[src/rtl/uart_rx_ctrl.sv]
// Receive-side UART controller: handshakes bytes from a receiver into a small FIFO
// and exposes DATA/STATUS/CTRL/COUNT registers plus a level interrupt to a bus.
module uart_rx_ctrl #(
   parameter int DEPTH = 4
) (
   input  logic        clk,
   input  logic        reset,
   input  logic [7:0]  rx_data,
   input  logic        rx_data_ready,
   output logic        rx_data_ack,
   input  logic [1:0]  addr,
   input  logic        rd_en,
   input  logic        wr_en,
   input  logic [31:0] wdata,
   output logic [31:0] rdata,
   output logic        irq
);

   localparam int AW = $clog2(DEPTH);
   localparam int CW = AW + 1;

   localparam logic [1:0] ADDR_DATA   = 2'd0;
   localparam logic [1:0] ADDR_STATUS = 2'd1;
   localparam logic [1:0] ADDR_CTRL   = 2'd2;
   localparam logic [1:0] ADDR_COUNT  = 2'd3;

   typedef enum logic [1:0] {
      IDLE  = 2'd0,
      ACK   = 2'd1,
      DRAIN = 2'd2
   } state_t;

   state_t          state_q, state_d;
   logic            ack_q, ack_d;
   logic            en_q, en_d;
   logic            irqEn_q, irqEn_d;
   logic            ovr_q, ovr_d;
   logic            irq_q, irq_d;
   logic [31:0]     rdata_q, rdata_d;
   logic [AW-1:0]   wrPtr_q, wrPtr_d;
   logic [AW-1:0]   rdPtr_q, rdPtr_d;
   logic [CW-1:0]   count_q, count_d;
   logic [7:0]      mem_q [DEPTH];

   logic            capture;
   logic            notEmpty;
   logic            full;
   logic            pop;
   logic            push;
   logic            ovrSet;
   logic            flush;
   logic            unusedWdata;

   assign unusedWdata = ^wdata[31:3];

   assign notEmpty = (count_q != '0);
   assign full     = (count_q == CW'(DEPTH));

   // Handshake FSM: one capture per ready assertion, then wait for the receiver to drop ready.
   always_comb begin
      state_d = IDLE;
      ack_d   = 1'b0;
      capture = 1'b0;
      case (state_q)
         IDLE: begin
            if (en_q && rx_data_ready) begin
               capture = 1'b1;
               ack_d   = 1'b1;
               state_d = ACK;
            end else begin
               state_d = IDLE;
            end
         end
         ACK:     state_d = DRAIN;
         DRAIN:   state_d = rx_data_ready ? DRAIN : IDLE;
         default: state_d = IDLE;
      endcase
   end

   // A full FIFO still accepts a byte when the same cycle pops the head.
   always_comb begin
      pop    = rd_en && (addr == ADDR_DATA) && notEmpty;
      push   = capture && (!full || pop);
      ovrSet = capture && full && !pop;
      flush  = wr_en && (addr == ADDR_CTRL) && wdata[2];

      wrPtr_d = wrPtr_q;
      rdPtr_d = rdPtr_q;
      count_d = count_q;
      if (flush) begin
         wrPtr_d = '0;
         rdPtr_d = '0;
         count_d = '0;
      end else begin
         if (push) begin
            wrPtr_d = wrPtr_q + 1'b1;
         end
         if (pop) begin
            rdPtr_d = rdPtr_q + 1'b1;
         end
         if (push && !pop) begin
            count_d = count_q + 1'b1;
         end else if (pop && !push) begin
            count_d = count_q - 1'b1;
         end
      end

      en_d    = en_q;
      irqEn_d = irqEn_q;
      if (wr_en && (addr == ADDR_CTRL)) begin
         en_d    = wdata[0];
         irqEn_d = wdata[1];
      end

      ovr_d = ovr_q;
      if (wr_en && (addr == ADDR_STATUS) && wdata[2]) begin
         ovr_d = 1'b0;
      end
      if (ovrSet) begin
         ovr_d = 1'b1;
      end

      rdata_d = rdata_q;
      if (rd_en) begin
         case (addr)
            ADDR_DATA:   rdata_d = pop ? {24'd0, mem_q[rdPtr_q]} : 32'd0;
            ADDR_STATUS: rdata_d = {28'd0, (state_q != IDLE), ovr_q, full, notEmpty};
            ADDR_CTRL:   rdata_d = {30'd0, irqEn_q, en_q};
            ADDR_COUNT:  rdata_d = {{(32 - CW){1'b0}}, count_q};
            default:     rdata_d = 32'd0;
         endcase
      end

      irq_d = irqEn_q && (notEmpty || ovr_q);
   end

   always_ff @(posedge clk or posedge reset) begin
      if (reset) begin
         state_q <= IDLE;
         ack_q   <= 1'b0;
         en_q    <= 1'b0;
         irqEn_q <= 1'b0;
         ovr_q   <= 1'b0;
         irq_q   <= 1'b0;
         rdata_q <= 32'd0;
         wrPtr_q <= '0;
         rdPtr_q <= '0;
         count_q <= '0;
      end else begin
         state_q <= state_d;
         ack_q   <= ack_d;
         en_q    <= en_d;
         irqEn_q <= irqEn_d;
         ovr_q   <= ovr_d;
         irq_q   <= irq_d;
         rdata_q <= rdata_d;
         wrPtr_q <= wrPtr_d;
         rdPtr_q <= rdPtr_d;
         count_q <= count_d;
      end
   end

   // Storage needs no reset; occupancy is tracked entirely by the pointers and count.
   always_ff @(posedge clk) begin
      if (push) begin
         mem_q[wrPtr_q] <= rx_data;
      end
   end

   assign rx_data_ack = ack_q;
   assign rdata       = rdata_q;
   assign irq         = irq_q;

endmodule

[config.mk]
export PLATFORM = sky130hd
export DESIGN_NAME = uart_rx_ctrl
export DESIGN_NICKNAME = d
export VERILOG_FILES = /design/src/rtl/uart_rx_ctrl.sv
export SDC_FILE = /design/constraint.sdc
export NUM_CORES = 1
export LEC_CHECK = 0
export ABC_AREA = 1
export ABC_CLOCK_PERIOD_IN_PS = 3000
export CAP_MARGIN = 20
export CORE_MARGIN = 1.5
export CORE_UTILIZATION = 50
export CTS_CLUSTER_SIZE = 14
export DETAILED_ROUTE_END_ITERATION = 16
export PLACE_DENSITY = 0.91
export RECOVER_POWER = 25
export SLEW_MARGIN = 25
export SYNTH_ARGS = -nofsm -noshare
export SYNTH_HDL_FRONTEND = slang
export SYNTH_SLANG_ARGS = --single-unit
[constraint.sdc]
create_clock -name clk -period 3 [get_ports clk]
set_input_delay 0.3 -clock clk [delete_from_list [all_inputs] [get_ports clk]]
set_output_delay 0.3 -clock clk [all_outputs]
set_load 0.01 [all_outputs]
### After elaboration in Yosys (flattened, before gate mapping)

Memory sizes are Yosys's and may differ from the RTL's.
Cells that the tools add are included.

| word-level totals | value |
|---|---|
| register bits | 46 |
| bits in writable memories | 32 |
| bits of input ports | 47 |
| word-level logic and storage cells | 65 |
| memories kept | 1 |

| operators by class | value |
|---|---|
| $add $sub $neg | 4 |
| equality and inequality tests | 6 |
| muxes and demuxes | 18 |
| reductions and logical operators | 26 |

Memories:

| memory | depth | width | read ports | clocked after Yosys merged registers in | write ports | RTL line | source |
|---|---|---|---|---|---|---|---|
| mem_q | 4 | 8 | 1 | 0 | 1 | 43 | `logic [7:0] mem_q [DEPTH];` |

Operator list:

| kind | number |
|---|---|
| $pmux W32 S4 | 1 |
| $logic_and A1 B1 Y1 | 13 |
| $mux W2 | 5 |
| $mux W3 | 3 |
| $mux W8 | 1 |
| $reduce_bool A2 Y1 | 4 |
| $mux W1 | 7 |
| $eq A2 B2 Y1 const B | 3 |
| $pmux W2 S3 | 1 |
| $reduce_bool A3 Y1 | 2 |
| $add A2 B1 Y2 const B | 2 |
| $eq A2 B1 Y1 const B | 2 |
| $logic_not A2 Y1 | 2 |
| $add A3 B1 Y3 const B | 1 |
| $eq A3 B3 Y1 const B | 1 |
| $logic_not A1 Y1 | 3 |
| $sub A3 B1 Y3 const B | 1 |
| $logic_or A1 B1 Y1 | 2 |

### Depth between registers and ports, before layout

Gate-level depths: netlist (run 1).

| logic depth | value |
|---|---|
| depth in word-level cells | 10 |
| mapped depth | 13 |
| gate-level depth less buffers | 13 |

### Worst setup path after synthesis (run 1)

Ideal clock, no wire load.

| timing path | value |
|---|---|
| kind | flip-flop to flip-flop |
| start point | register count_q[2] |
| end point | register count_q[2] |
| setup time | 0.117 ns |
| arrival | 1.600 ns |
| data required time | 2.883 ns |
| path slack | 1.284 ns |
| stages on the path, launching flop included | 13 |
| path buffers | 0 |
| clock period less this slack | 1.716 ns |
| cells stage by stage | dfrtp_1 -> inv_1 -> nand3_1 -> nand2_4 -> nand3_4 -> inv_1 -> fa_1 -> xnor2_1 -> inv_1 -> nand2_1 -> nand2_1 -> nand2_1 -> nand2_1 |

| on the way | value |
|---|---|
| word-level cells in the longest chain between the ends | 7 |
| elaborated cells between the ends (all ways) | 16 |

Ends and longest elaborated chain:

| element | RTL line | source |
|---|---|---|
| start: declaration | 42 | `logic [CW-1:0] count_q, count_d;` |
| start signal: assignment | 159 | `count_q <= count_d;` |
| branches (longest 7 deep; another with $sub A3 B1 Y3) | - |  |

Parallel ways; which one is timed is not known. The select of a mux whose other input is x is not followed.
A chain may end at the register's enable or synchronous reset.

### Worst setup path in the final report (run 1)

| timing path | value |
|---|---|
| start point | input port rd_en |
| end point | register count_q[2] |

| on the way | value |
|---|---|
| word-level cells in the longest chain between the ends | 7 |
| elaborated cells between the ends (all ways) | 11 |

Ends and longest elaborated chain:

| element | RTL line | source |
|---|---|---|
| start: declaration | 12 | `input logic rd_en,` |
| $logic_and A1 B1 Y1 * (2 in series) | 82 | `pop = rd_en && (addr == ADDR_DATA) && notEmpty;` |
| $logic_or A1 B1 Y1 | 83 | `push = capture && (!full \|\| pop);` |
| $logic_and A1 B1 Y1 | 83 |  |
| $logic_and A1 B1 Y1 / $logic_not A1 Y1 (equally long branches) | 101, 103 |  |
| $mux W3 / $logic_and A1 B1 Y1 (equally long branches) | 101, 103 |  |
| $mux W3 / $reduce_bool A3 Y1 (equally long branches) | - |  |

Every way passes the cells marked *; elsewhere a longest branch is shown, timed or not.

==> impl_summary.log, run 1 <==
INFO  metric viasPerCell = 4.99
INFO  metric critical_path_most_common_cell = sky130_fd_sc_hd__nand2_1
INFO  metric cts_buffers = 5
INFO  metric synth_area = roughly 0.0026 mm2
INFO  metric outcome = complete, no violations
INFO  metric final.setup.tns = 0 ps
INFO  metric worst_clock_skew = 7.66 ps
INFO  metric antenna_cells = 0
INFO  metric power_switching_share = 0.366
INFO  metric synth_cells = between 200 and 300
INFO  metric power.share.clock = 0.184
INFO  metric detail_route.first_pass.iterations = 4
INFO  metric max_slew.worst_pin.slew = 874 ps
INFO  metric number_of_pins_exceeding_their_max_slew_limit_in_the_final_report = 0
INFO  metric setup.worst_path.end_class = flip-flop
INFO  metric crit_slowest_cell = sky130_fd_sc_hd__clkdlybuf4s50_1
INFO  metric number_of_enable_flip_flop_cells_after_synthesis = 32
INFO  metric power-per-cell-area = about 750 mW/mm2
INFO  metric clk_path_buf_depth = 2
INFO  metric finish.utilization = 0.605
INFO  metric height_of_the_die = 74.5 um
INFO  metric placed_cell_area = between 0.002 and 0.003 mm2
INFO  metric clock_sinks = 54
INFO  metric power.leakage = approximately 0.0013 uW
INFO  metric ctsRootBufferMaster = sky130_fd_sc_hd__clkbuf_8
INFO  metric tritoncts = done
INFO  metric most_frequent_cells_in_the_layout = 39 x sky130_fd_sc_hd__nand2_1, 35 x sky130_fd_sc_hd__nor2_1, 32 x sky130_fd_sc_hd__edfxtp_1
INFO  metric vias = ~1800
INFO  metric cts-htree-levels = 2
INFO  metric std_cell_rows = 25
INFO  metric clock_insertion_delay_worst_skew = between 300 and 400 ps
INFO  metric path_cells = clkdlybuf4s50_1 -> inv_2 -> nor2_8 -> nand2_4 -> nand3_4 -> inv_1 -> fa_1 -> xnor2_1 -> inv_1 -> nand2_1 -> nand2_1 -> nand2_1 -> nand2_1
INFO  metric internal_power = 1390 uW
INFO  metric area.growth.synth_to_final = 14.1%
INFO  metric floorplan.die_area = between 0.005 and 0.006 mm2
INFO  metric post_route_cells_drive_above_1_share = 0.0944
INFO  metric ir_worst_vdd = 0.537 mV
INFO  metric synthFlopType = sky130_fd_sc_hd__edfxtp_1
INFO  metric synth_cell_type_count = 30
INFO  metric report.final.hold_viol_count = 0
INFO  metric clk_pin_slew_worst_paths = around 90 ps
INFO  metric slew_headroom = 0.417
INFO  metric synth_async_sr_flop_share = 0.407
INFO  metric final_layout_fill_cell_count = just under 400
INFO  metric die_w = 74.5 um
INFO  metric yosysWarningCount = 0
INFO  metric buffer_ports.inserted = 27
INFO  metric antenna_left = 0
INFO  metric post-cts-setup-buffers = 0
INFO  metric fmax = between 400 and 500 MHz
INFO  metric initial_utilization = 0.530
INFO  metric grt_pass1_vias = between 1500 and 2000
INFO  metric coreArea = around 0.0048 mm2
INFO  metric required = 3210 ps
INFO  metric finalCriticalPeriod = 2080 ps
INFO  metric place_congestion = 0.857
INFO  metric remaining_global_route_overflow = 0
INFO  metric sum_of_internal_switching_and_leakage_power = ~2200 uW
INFO  metric remaining_drc_errors = 0
INFO  metric dpl_ws = approximately 600 ps
INFO  metric critPathMaxStageDelay = approximately 560 ps
INFO  metric layout_commonest_cell = sky130_fd_sc_hd__nand2_1
INFO  metric design_area = slightly below 0.003 mm2
INFO  metric power.sequential.fraction = 0.479
INFO  metric worst_setup_margin = 918 ps
INFO  metric yosysSeqAreaShare = 0.592
INFO  metric share_comb_of_total_power = 0.336
INFO  metric timing.final.setup_violations = 0
INFO  metric drv.max_cap_violation_count = 0
INFO  metric groute.usage.overall = 0.189
INFO  metric crit_path_max_fanout = 9
INFO  metric drt-total-wl = around 4600 um
INFO  metric antenna_found_initial = 0
INFO  metric fin_nets = ~340
INFO  metric maximum_number_of_pins_on_one_net_before_global_route_repair = 23
INFO  metric synth_seq_cells = between 50 and 60
INFO  metric finalCritPeriodShare = 0.694
INFO  metric wl_per_cell = 13.2 um
INFO  metric post-dp-hpwl = 3240 um
INFO  metric cts-hold-fix-buffers = 0
INFO  metric power.net_switching = around 800 uW
INFO  metric io_pins = about 80
INFO  metric worst_hold_path_type = input pin to async pin
INFO  metric grt_setup_unrepaired = false
INFO  metric synth_area_per_cell = approximately 10 um2
INFO  metric drt_iter0_markers = around 80
INFO  metric critical_path.startpoint_type = input pin
INFO  metric critPathArrivalTime = about 2300 ps
INFO  metric post_cts_resized = 0
INFO  metric grt_pass1_wl = 7680 um
INFO  metric timing.setup.critical_path_class = input pin to flip-flop
-- worst max-delay path: cells and delay by family --
kind	cells	cell delay [ps]
and+or+nand+nor	7	560
adders and majority gates	1	370
buffers and inverters	4	830
xor gates and xnor gates	1	210
-- synth_stat cells, drive strengths merged, types with 2 or more instances --
master / count / area [um2]
nand2: 41 / 164
nor2: 38 / 169
edfxtp: 32 / 961
buf: 28 / 200
inv: 25 / 93.8
o21ai: 25 / 129
dfrtp: 22 / 551
nand3: 11 / 72.6
a21oi: 9 / 45.0
o22ai: 8 / 50.1
ha: 4 / 50.1
nand4: 2 / 12.5
-- kinds of logic after synthesis --
kind of cell,synth area share
compound gates,0.0935
buf+inv,0.117
other cells,0.00147
xor+xnor,0.00343
simple gates,0.166
flops,0.592
fa+ha+maj,0.0274
-- metrics by stage --
step / hold slack, ps / std cells
2_1_floorplan: 289 / 275
3_5_place_dp: 469 / 345
4_1_cts: 486 / 353
5_1_grt: 507 / 353
6_report: 471 / 353
3_3_place_gp: 460 / 345
-- power by group through the flow --
stage	Clock (uW)	Combinational (uW)	Sequential [uW]
final	403	735	1050
after global routing	439	842	1070
after CTS	412	742	1050
after detailed placement	0	734	1060
after global placement	0	700	1050
after floorplan	0	560	1030
-- cell type report --
class,instances,area (um2),share of cell area
tap,67,83.8,0.0288
sequential,54,1510,0.518
clock buffer,5,68.8,0.0236
timing repair buffer,31,300,0.103
inverter,26,98.8,0.0339
multi-input combinational,167,831,0.285
clock inverter,3,21.3,0.00730
-- layer usage --
metal | wire [um] | GRT usage | share of wire
met5 | 0 | 0 | 0
met4 | 105 | 0.0848 | 0.023
met3 | 323 | 0.0420 | 0.069
met2 | 2280 | 0.316 | 0.49
met1 | 1940 | 0.236 | 0.42
-- state kept, by name (all words and copies together), names as in the netlist --
name / count
rx_data_ack: 1
rdata: 8
state_q: 2
irq: 1
irqEn_q: 1
wrPtr_q: 2
mem_q: 32
ovr_q: 1
rdPtr_q: 2
en_q: 1
count_q: 3
-- final timing paths --
kind                                  from          to  slack (ps)  cells past startpoint
worst max-delay path                 rd_en  count_q[2]         920                     13
worst min-delay path                 reset       ovr_q         470                      2
worst max register to register  count_q[2]  count_q[2]        1080                     12
worst min register to register  state_q[1]  state_q[1]         480                      1
max in group asynchronous            reset  wrPtr_q[0]        1990                      2
min in group clk                state_q[1]  state_q[1]         480                      1
Power figures use the tool's default switching activity.
==> run 2, diff against run 1 <==
- ABC_CLOCK_PERIOD_IN_PS: 3000 -> 1890
- CORE_UTILIZATION: 50 -> 42
- PLACE_DENSITY: 0.91 -> 0.82
- clock period: 3 -> 1.89 ns (I/O delays scaled with it)
==> run 2 against run 1 <==
Compared with the run above:
- routed wire length rose by 1.8%
- critical path depth fell by 8
- flip-flop and latch count did not move
- global-route usage fell by 3.0 points
- combinational power rose by 71%
- hold slack got worse by 22 ps
- via count rose by 0.57%
- non-clock buffer count rose by 8
- final cell count rose by 4.5%
- cell area rose by 2.7%
==> impl_summary.log, run 2 (same netlist as run 1, synthesis figures left out) <==
INFO  metric coreArea = around 0.006 mm2
INFO  metric critical_path.startpoint_type = flip-flop
INFO  metric reg_to_reg_critical_path_startpoint = state_q[0]
INFO  metric grt_pass1_vias = 1710
INFO  metric io_pins = 81
INFO  metric area.growth.synth_to_final = 17.1%
INFO  metric placed_cell_area = 0.00290 mm2
INFO  metric reg2reg_slack = 30 ps
INFO  metric remaining_global_route_overflow = 0
INFO  metric post-cts-setup-buffers = 0
INFO  metric height_of_the_die = 81.0 um
INFO  metric ir_worst_vdd = between 0.5 and 0.6 mV
INFO  metric design_area = roughly 0.003 mm2
INFO  metric initial_utilization = 0.434
INFO  metric largest-register = mem_q
INFO  metric timing.setup.critical_path_class = flip-flop to flip-flop
INFO  metric maximum_number_of_pins_on_one_net_before_global_route_repair = 23
INFO  metric std_cell_rows = 28
INFO  metric clk_path_buf_depth = 2
INFO  metric die_w = between 80 and 90 um
INFO  metric fmax = roughly 540 MHz
INFO  metric antenna_found_initial = 0
INFO  metric dpl_ws = -275 ps
INFO  metric place_congestion = a little over 0.9
INFO  metric finish.utilization = 0.509
INFO  metric buffer_ports.inserted = 27
INFO  metric worst_hold_path.endpoint = irqEn_q
INFO  metric cts-htree-levels = 2
INFO  metric timing.final.setup_violations = 0
INFO  metric crit_path_max_fanout = 8
INFO  metric remaining_drc_errors = 0
INFO  metric number_of_pins_exceeding_their_max_slew_limit_in_the_final_report = 0
INFO  metric r2r_depth = 5
INFO  metric floorplan.die_area = roughly 0.0066 mm2
INFO  metric hold_depth = 3
INFO  metric viasPerCell = a little under 5
INFO  metric fin_worst_hold_slack = about 450 ps
INFO  metric worst_setup_margin = 32.1 ps
INFO  metric worst_hold_startpoint = wdata[1]
INFO  metric power-per-cell-area = about 1200 mW/mm2
INFO  metric groute.usage.overall = 0.159
INFO  metric worst_clock_skew = ~11 ps
INFO  metric critPathArrivalTime = 1800 ps
INFO  metric ctsRootBufferMaster = sky130_fd_sc_hd__clkbuf_8
INFO  metric outcome = complete, no violations
INFO  metric drt-total-wl = approximately 4700 um
INFO  metric detail_route.first_pass.iterations = 4
INFO  metric clock_insertion_delay_worst_skew = 310 ps
INFO  metric tritoncts = done
INFO  metric r2r-end = mem_q[1][5]
INFO  metric layout_commonest_cell = sky130_fd_sc_hd__nand2_1
INFO  metric dpl.cell_count = 361
INFO  metric setup.worst_path.end_class = flip-flop
INFO  metric grt_pass1_wl = 7690 um
INFO  metric most_frequent_cells_in_the_layout = 38 x sky130_fd_sc_hd__nand2_1, 34 x sky130_fd_sc_hd__nor2_1, 32 x sky130_fd_sc_hd__edfxtp_1
INFO  metric fin_nets = ~350
INFO  metric max_slew.worst_pin.slew = 1220 ps
INFO  metric antenna_cells = 0
INFO  metric power.leakage = ~0.0013 uW
INFO  metric post-dp-hpwl = around 3400 um
INFO  metric vias = between 1500 and 2000
INFO  metric grt_setup_unrepaired = true
INFO  metric post_route_cells_drive_above_1_share = 0.129
INFO  metric finalCritPeriodShare = 0.983
INFO  metric required = 1830 ps
INFO  metric clock_sinks = 54
INFO  metric clk_pin_slew_worst_paths = approximately 100 ps
INFO  metric largest_reg_flops = 32
INFO  metric cts_buffers = 5
INFO  metric finalCriticalPeriod = 1860 ps
INFO  metric slew_headroom = 0.187
INFO  metric drt_iter0_markers = 112
INFO  metric antenna_left = 0
INFO  metric wl_per_cell = between 10 and 15 um
INFO  metric layoutNonFillerInstCount = ~370
INFO  metric worst_hold_path_type = input pin to flip-flop
INFO  metric drv.max_cap_violation_count = 0
INFO  metric report.final.hold_viol_count = 0
-- run 2: cell types whose count changed in the layout (fill, tap and decap cells not counted), sizes merged --
cell	delta
clkdlybuf4s50	+6
buf	+7
clkinvlp	+1
dlygate4sd3	-6
clkinv	-2
clkbuf	+2
-- run 2: per-stage QoR --
step	setup TNS (ps)	total power, uW
after floorplan	0	2520
after global placement	-6170	2870
after detailed placement	-8210	2920
after CTS	-180	3560
after global routing	-2110	3810
final	0	3550
-- run 2: worst max path at each step --
stage	startpoint	slack, ps	cells after the start	endpoint
after floorplan	count_q[2]	170	12	count_q[2]
after global placement	addr[0]	-200	6	mem_q[1][4]
after detailed placement	addr[0]	-280	6	mem_q[3][4]
after CTS	state_q[0]	-20	5	mem_q[0][5]
after global routing	state_q[0]	-100	5	mem_q[2][5]
final	state_q[0]	30	5	mem_q[1][5]
-- run 2: power by group --
group	leakage [uW]	switching, uW	total (uW)	internal (uW)
registers	0.000563	165	1650	1480
logic	0.000681	751	1260	512
clock network	0.0000374	375	636	262
total	0.00128	1290	3550	2260
-- run 2: area by class of cell --
cell class	count	area, um2
Fill cell	538	2890
Sequential cell	54	1510
Multi-Input combinational cell	167	843
Timing Repair Buffer	39	357
Inverter	26	98.8
Tap cell	75	93.8
Clock buffer	6	72.6
Clock inverter	2	15.0
-- run 2: what timing repair did --
| item | 4_1_cts | 5_1_grt |
|---|---|---|
| setup endpoints to repair | 18 | 25 |
| cloned | 0 | 0 |
| hold buffers | 0 | 0 |
| resized for setup | 1 | 5 |
-- run 2: routing by layer --
| metal | wire [um] | global-route usage |
|---|---|---|
| met5 | 0 | 0 |
| met4 | 97 | 0.0724 |
| met3 | 309 | 0.0371 |
| met2 | 2330 | 0.273 |
| met1 | 2000 | 0.190 |
-- run 2: worst max-delay path, stage by stage, from the launching register on --
cell and delay [ps]:
sky130_fd_sc_hd__dfrtp_1 400, sky130_fd_sc_hd__nor2_2 170, sky130_fd_sc_hd__inv_2 80, sky130_fd_sc_hd__nor2_4 100, sky130_fd_sc_hd__o21ai_2 100, sky130_fd_sc_hd__nor2_1 630
==> run 3, diff against run 2 <==
- GPL_TIMING_DRIVEN: unset -> 0
==> run 3 against run 2 <==
Compared with the run above:
- sequential share of layout area is 4.2 points lower
- first-iteration DRC count decreased by 8.0%
- critical path depth up 7
- critical path type unchanged
- critical endpoint is now count_q[2]
==> impl_summary.log, run 3 (same netlist as run 1, synthesis figures left out) <==
INFO  metric dpl_ws = -397 ps
INFO  metric cts_buffers = 5
INFO  metric final.setup.tns = 0 ps
INFO  metric initial_utilization = 0.434
INFO  metric critical_path_most_common_cell = sky130_fd_sc_hd__nand2_1
INFO  metric floorplan.die_area = around 0.0066 mm2
INFO  metric sum_of_internal_switching_and_leakage_power = 3850 uW
INFO  metric crit_path_max_fanout = 4
INFO  metric critPathArrivalTime = around 2000 ps
INFO  metric grt_pass1_vias = between 1500 and 2000
INFO  metric power.leakage = roughly 0.0015 uW
INFO  metric vias = 1931
INFO  metric die_w = slightly above 80 um
INFO  metric critical_path.startpoint_type = flip-flop
INFO  metric post-dp-hpwl = 3560 um
INFO  metric grt_pass1_wl = 7870 um
INFO  metric most_frequent_cells_in_the_layout = 39 x sky130_fd_sc_hd__nand2_1, 39 x sky130_fd_sc_hd__buf_4, 32 x sky130_fd_sc_hd__edfxtp_1
INFO  metric antenna_cells = 0
INFO  metric fin_nets = between 300 and 400
INFO  metric wl_per_cell = approximately 13 um
INFO  metric drt-total-wl = around 5400 um
INFO  metric setup.worst_path.end_class = flip-flop
INFO  metric ir_worst_vdd = ~0.58 mV
INFO  metric regArea = roughly 0.0015 mm2
INFO  metric clock_sinks = 54
INFO  metric clk_pin_slew_worst_paths = approximately 100 ps
INFO  metric tritoncts = done
INFO  metric std_cell_rows = 28
INFO  metric critPathMaxStageDelay = approximately 450 ps
INFO  metric largest_reg_flops = 32
INFO  metric finalCritPeriodShare = 0.969
INFO  metric worst_hold_path_type = input pin to async pin
INFO  metric multi_input_area = about 870 um2
INFO  metric timing.final.setup_violations = 0
INFO  metric clk_path_buf_depth = 2
INFO  metric io_pins = between 80 and 90
INFO  metric number_of_pins_exceeding_their_max_slew_limit_in_the_final_report = 0
INFO  metric drv.max_cap_violation_count = 0
INFO  metric outcome = complete, no violations
INFO  metric maximum_number_of_pins_on_one_net_before_global_route_repair = 23
INFO  metric cts-hold-fix-buffers = 0
INFO  metric ctsRootBufferMaster = sky130_fd_sc_hd__clkbuf_8
INFO  metric fmax = between 500 and 600 MHz
INFO  metric groute.usage.overall = 0.164
INFO  metric drt_iter0_markers = between 100 and 150
INFO  metric remaining_drc_errors = 0
INFO  metric power-per-cell-area = 1180 mW/mm2
INFO  metric largest-register = mem_q
INFO  metric final_layout_fill_cell_count = between 500 and 600
INFO  metric coreArea = roughly 0.0059 mm2
INFO  metric area.growth.synth_to_final = 27.6%
INFO  metric clock_insertion_delay_worst_skew = around 310 ps
INFO  metric worst_clock_skew = between 10 and 15 ps
INFO  metric path_cells = inv_2 -> nand3_4 -> nand2_4 -> nand3_4 -> inv_1 -> fa_2 -> xnor2_2 -> inv_1 -> nand2_1 -> nand2_1 -> nand2_1 -> nand2_1
INFO  metric viasPerCell = 4.83
INFO  metric antenna_found_initial = 0
INFO  metric finalCriticalPeriod = between 1500 and 2000 ps
INFO  metric slew_headroom = 0.422
INFO  metric crit_slowest_cell = sky130_fd_sc_hd__dfrtp_2
INFO  metric report.final.hold_viol_count = 0
INFO  metric max_slew.worst_pin.slew = about 860 ps
INFO  metric height_of_the_die = 81.0 um
INFO  metric worst_setup_margin = between 50 and 60 ps
INFO  metric antenna_left = 0
INFO  metric post_route_cells_drive_above_1_share = 0.237
INFO  metric place_congestion = around 0.88
INFO  metric detail_route.first_pass.iterations = 4
INFO  metric cts-htree-levels = 2
INFO  metric remaining_global_route_overflow = 0
INFO  metric buffer_ports.inserted = 27
INFO  metric required = about 2100 ps
INFO  metric layoutNonFillerInstCount = 400
INFO  metric timing.setup.critical_path_class = flip-flop to flip-flop
INFO  metric dpl.cell_count = approximately 380
[run 3: layout make-up]
| cell class | instances | area share |
|---|---|---|
| well taps | 75 | 0.0288 |
| clock buffers | 5 | 0.0211 |
| inverters | 26 | 0.0311 |
| flip-flops and latches | 54 | 0.464 |
| multi-input cells | 167 | 0.267 |
| repair buffers | 42 | 0.119 |
| clock inverters | 3 | 0.00806 |
| plain buffers | 28 | 0.0614 |
[run 3: path summary, 6_finish.rpt]
| check | slack, ps | to | cells past startpoint | startpoint |
|---|---|---|---|---|
| max | 60 | count_q[2] | 12 | count_q[2] |
| min | 250 | rdata[0] | 2 | reset |
| max reg2reg | 60 | count_q[2] | 12 | count_q[2] |
| min reg2reg | 470 | state_q[1] | 1 | state_q[1] |
| max in group asynchronous | 1190 | count_q[2] | 2 | reset |
| min in group clk | 330 | irqEn_q | 3 | addr[1] |
[run 3: worst max-delay path, delay by kind of cell, from the launching register on]
| kind | cells | cell delay (ps) |
|---|---|---|
| buffers and inverters | 3 | 190 |
| DFF | 1 | 450 |
| and+or+nand+nor | 7 | 510 |
| adders and majority gates | 1 | 380 |
| xor gates and xnor gates | 1 | 200 |
[run 3: metal layers]
| layer | up-vias | global-route usage | routed length [um] |
|---|---|---|---|
| met4 | 0 | 0.0534 | 114 |
| met3 | 13 | 0.0438 | 399 |
| met1 | 894 | 0.199 | 2080 |
| met5 | - | 0 | 0 |
| met2 | 83 | 0.283 | 2760 |
| li1 | 941 | - | - |
[run 3: what timing repair did]
action | in CTS | in global routing
buffers inserted | 0 | 15
pin swaps | 0 | 7
gates resized for setup | 8 | 9
gates cloned | 0 | 0
setup endpoints to repair | 33 | 2
[run 3: where the power goes]
part / total [uW] / switching, uW / internal, uW
combinational: 1550 / 883 / 663
clock: 676 / 403 / 273
sequential: 1630 / 143 / 1480
total: 3850 / 1430 / 2420
[run 3: per-stage QoR]
| stage | area [um2] | util | hold slack, ps |
|---|---|---|---|
| 2_1_floorplan | 2640 | - | 178 |
| 3_3_place_gp | 3010 | 0.511 | 458 |
| 3_5_place_dp | 3010 | 0.511 | 462 |
| 4_1_cts | 3120 | 0.530 | 335 |
| 5_1_grt | 3260 | 0.554 | 282 |
| 6_report | 3260 | 0.554 | 251 |
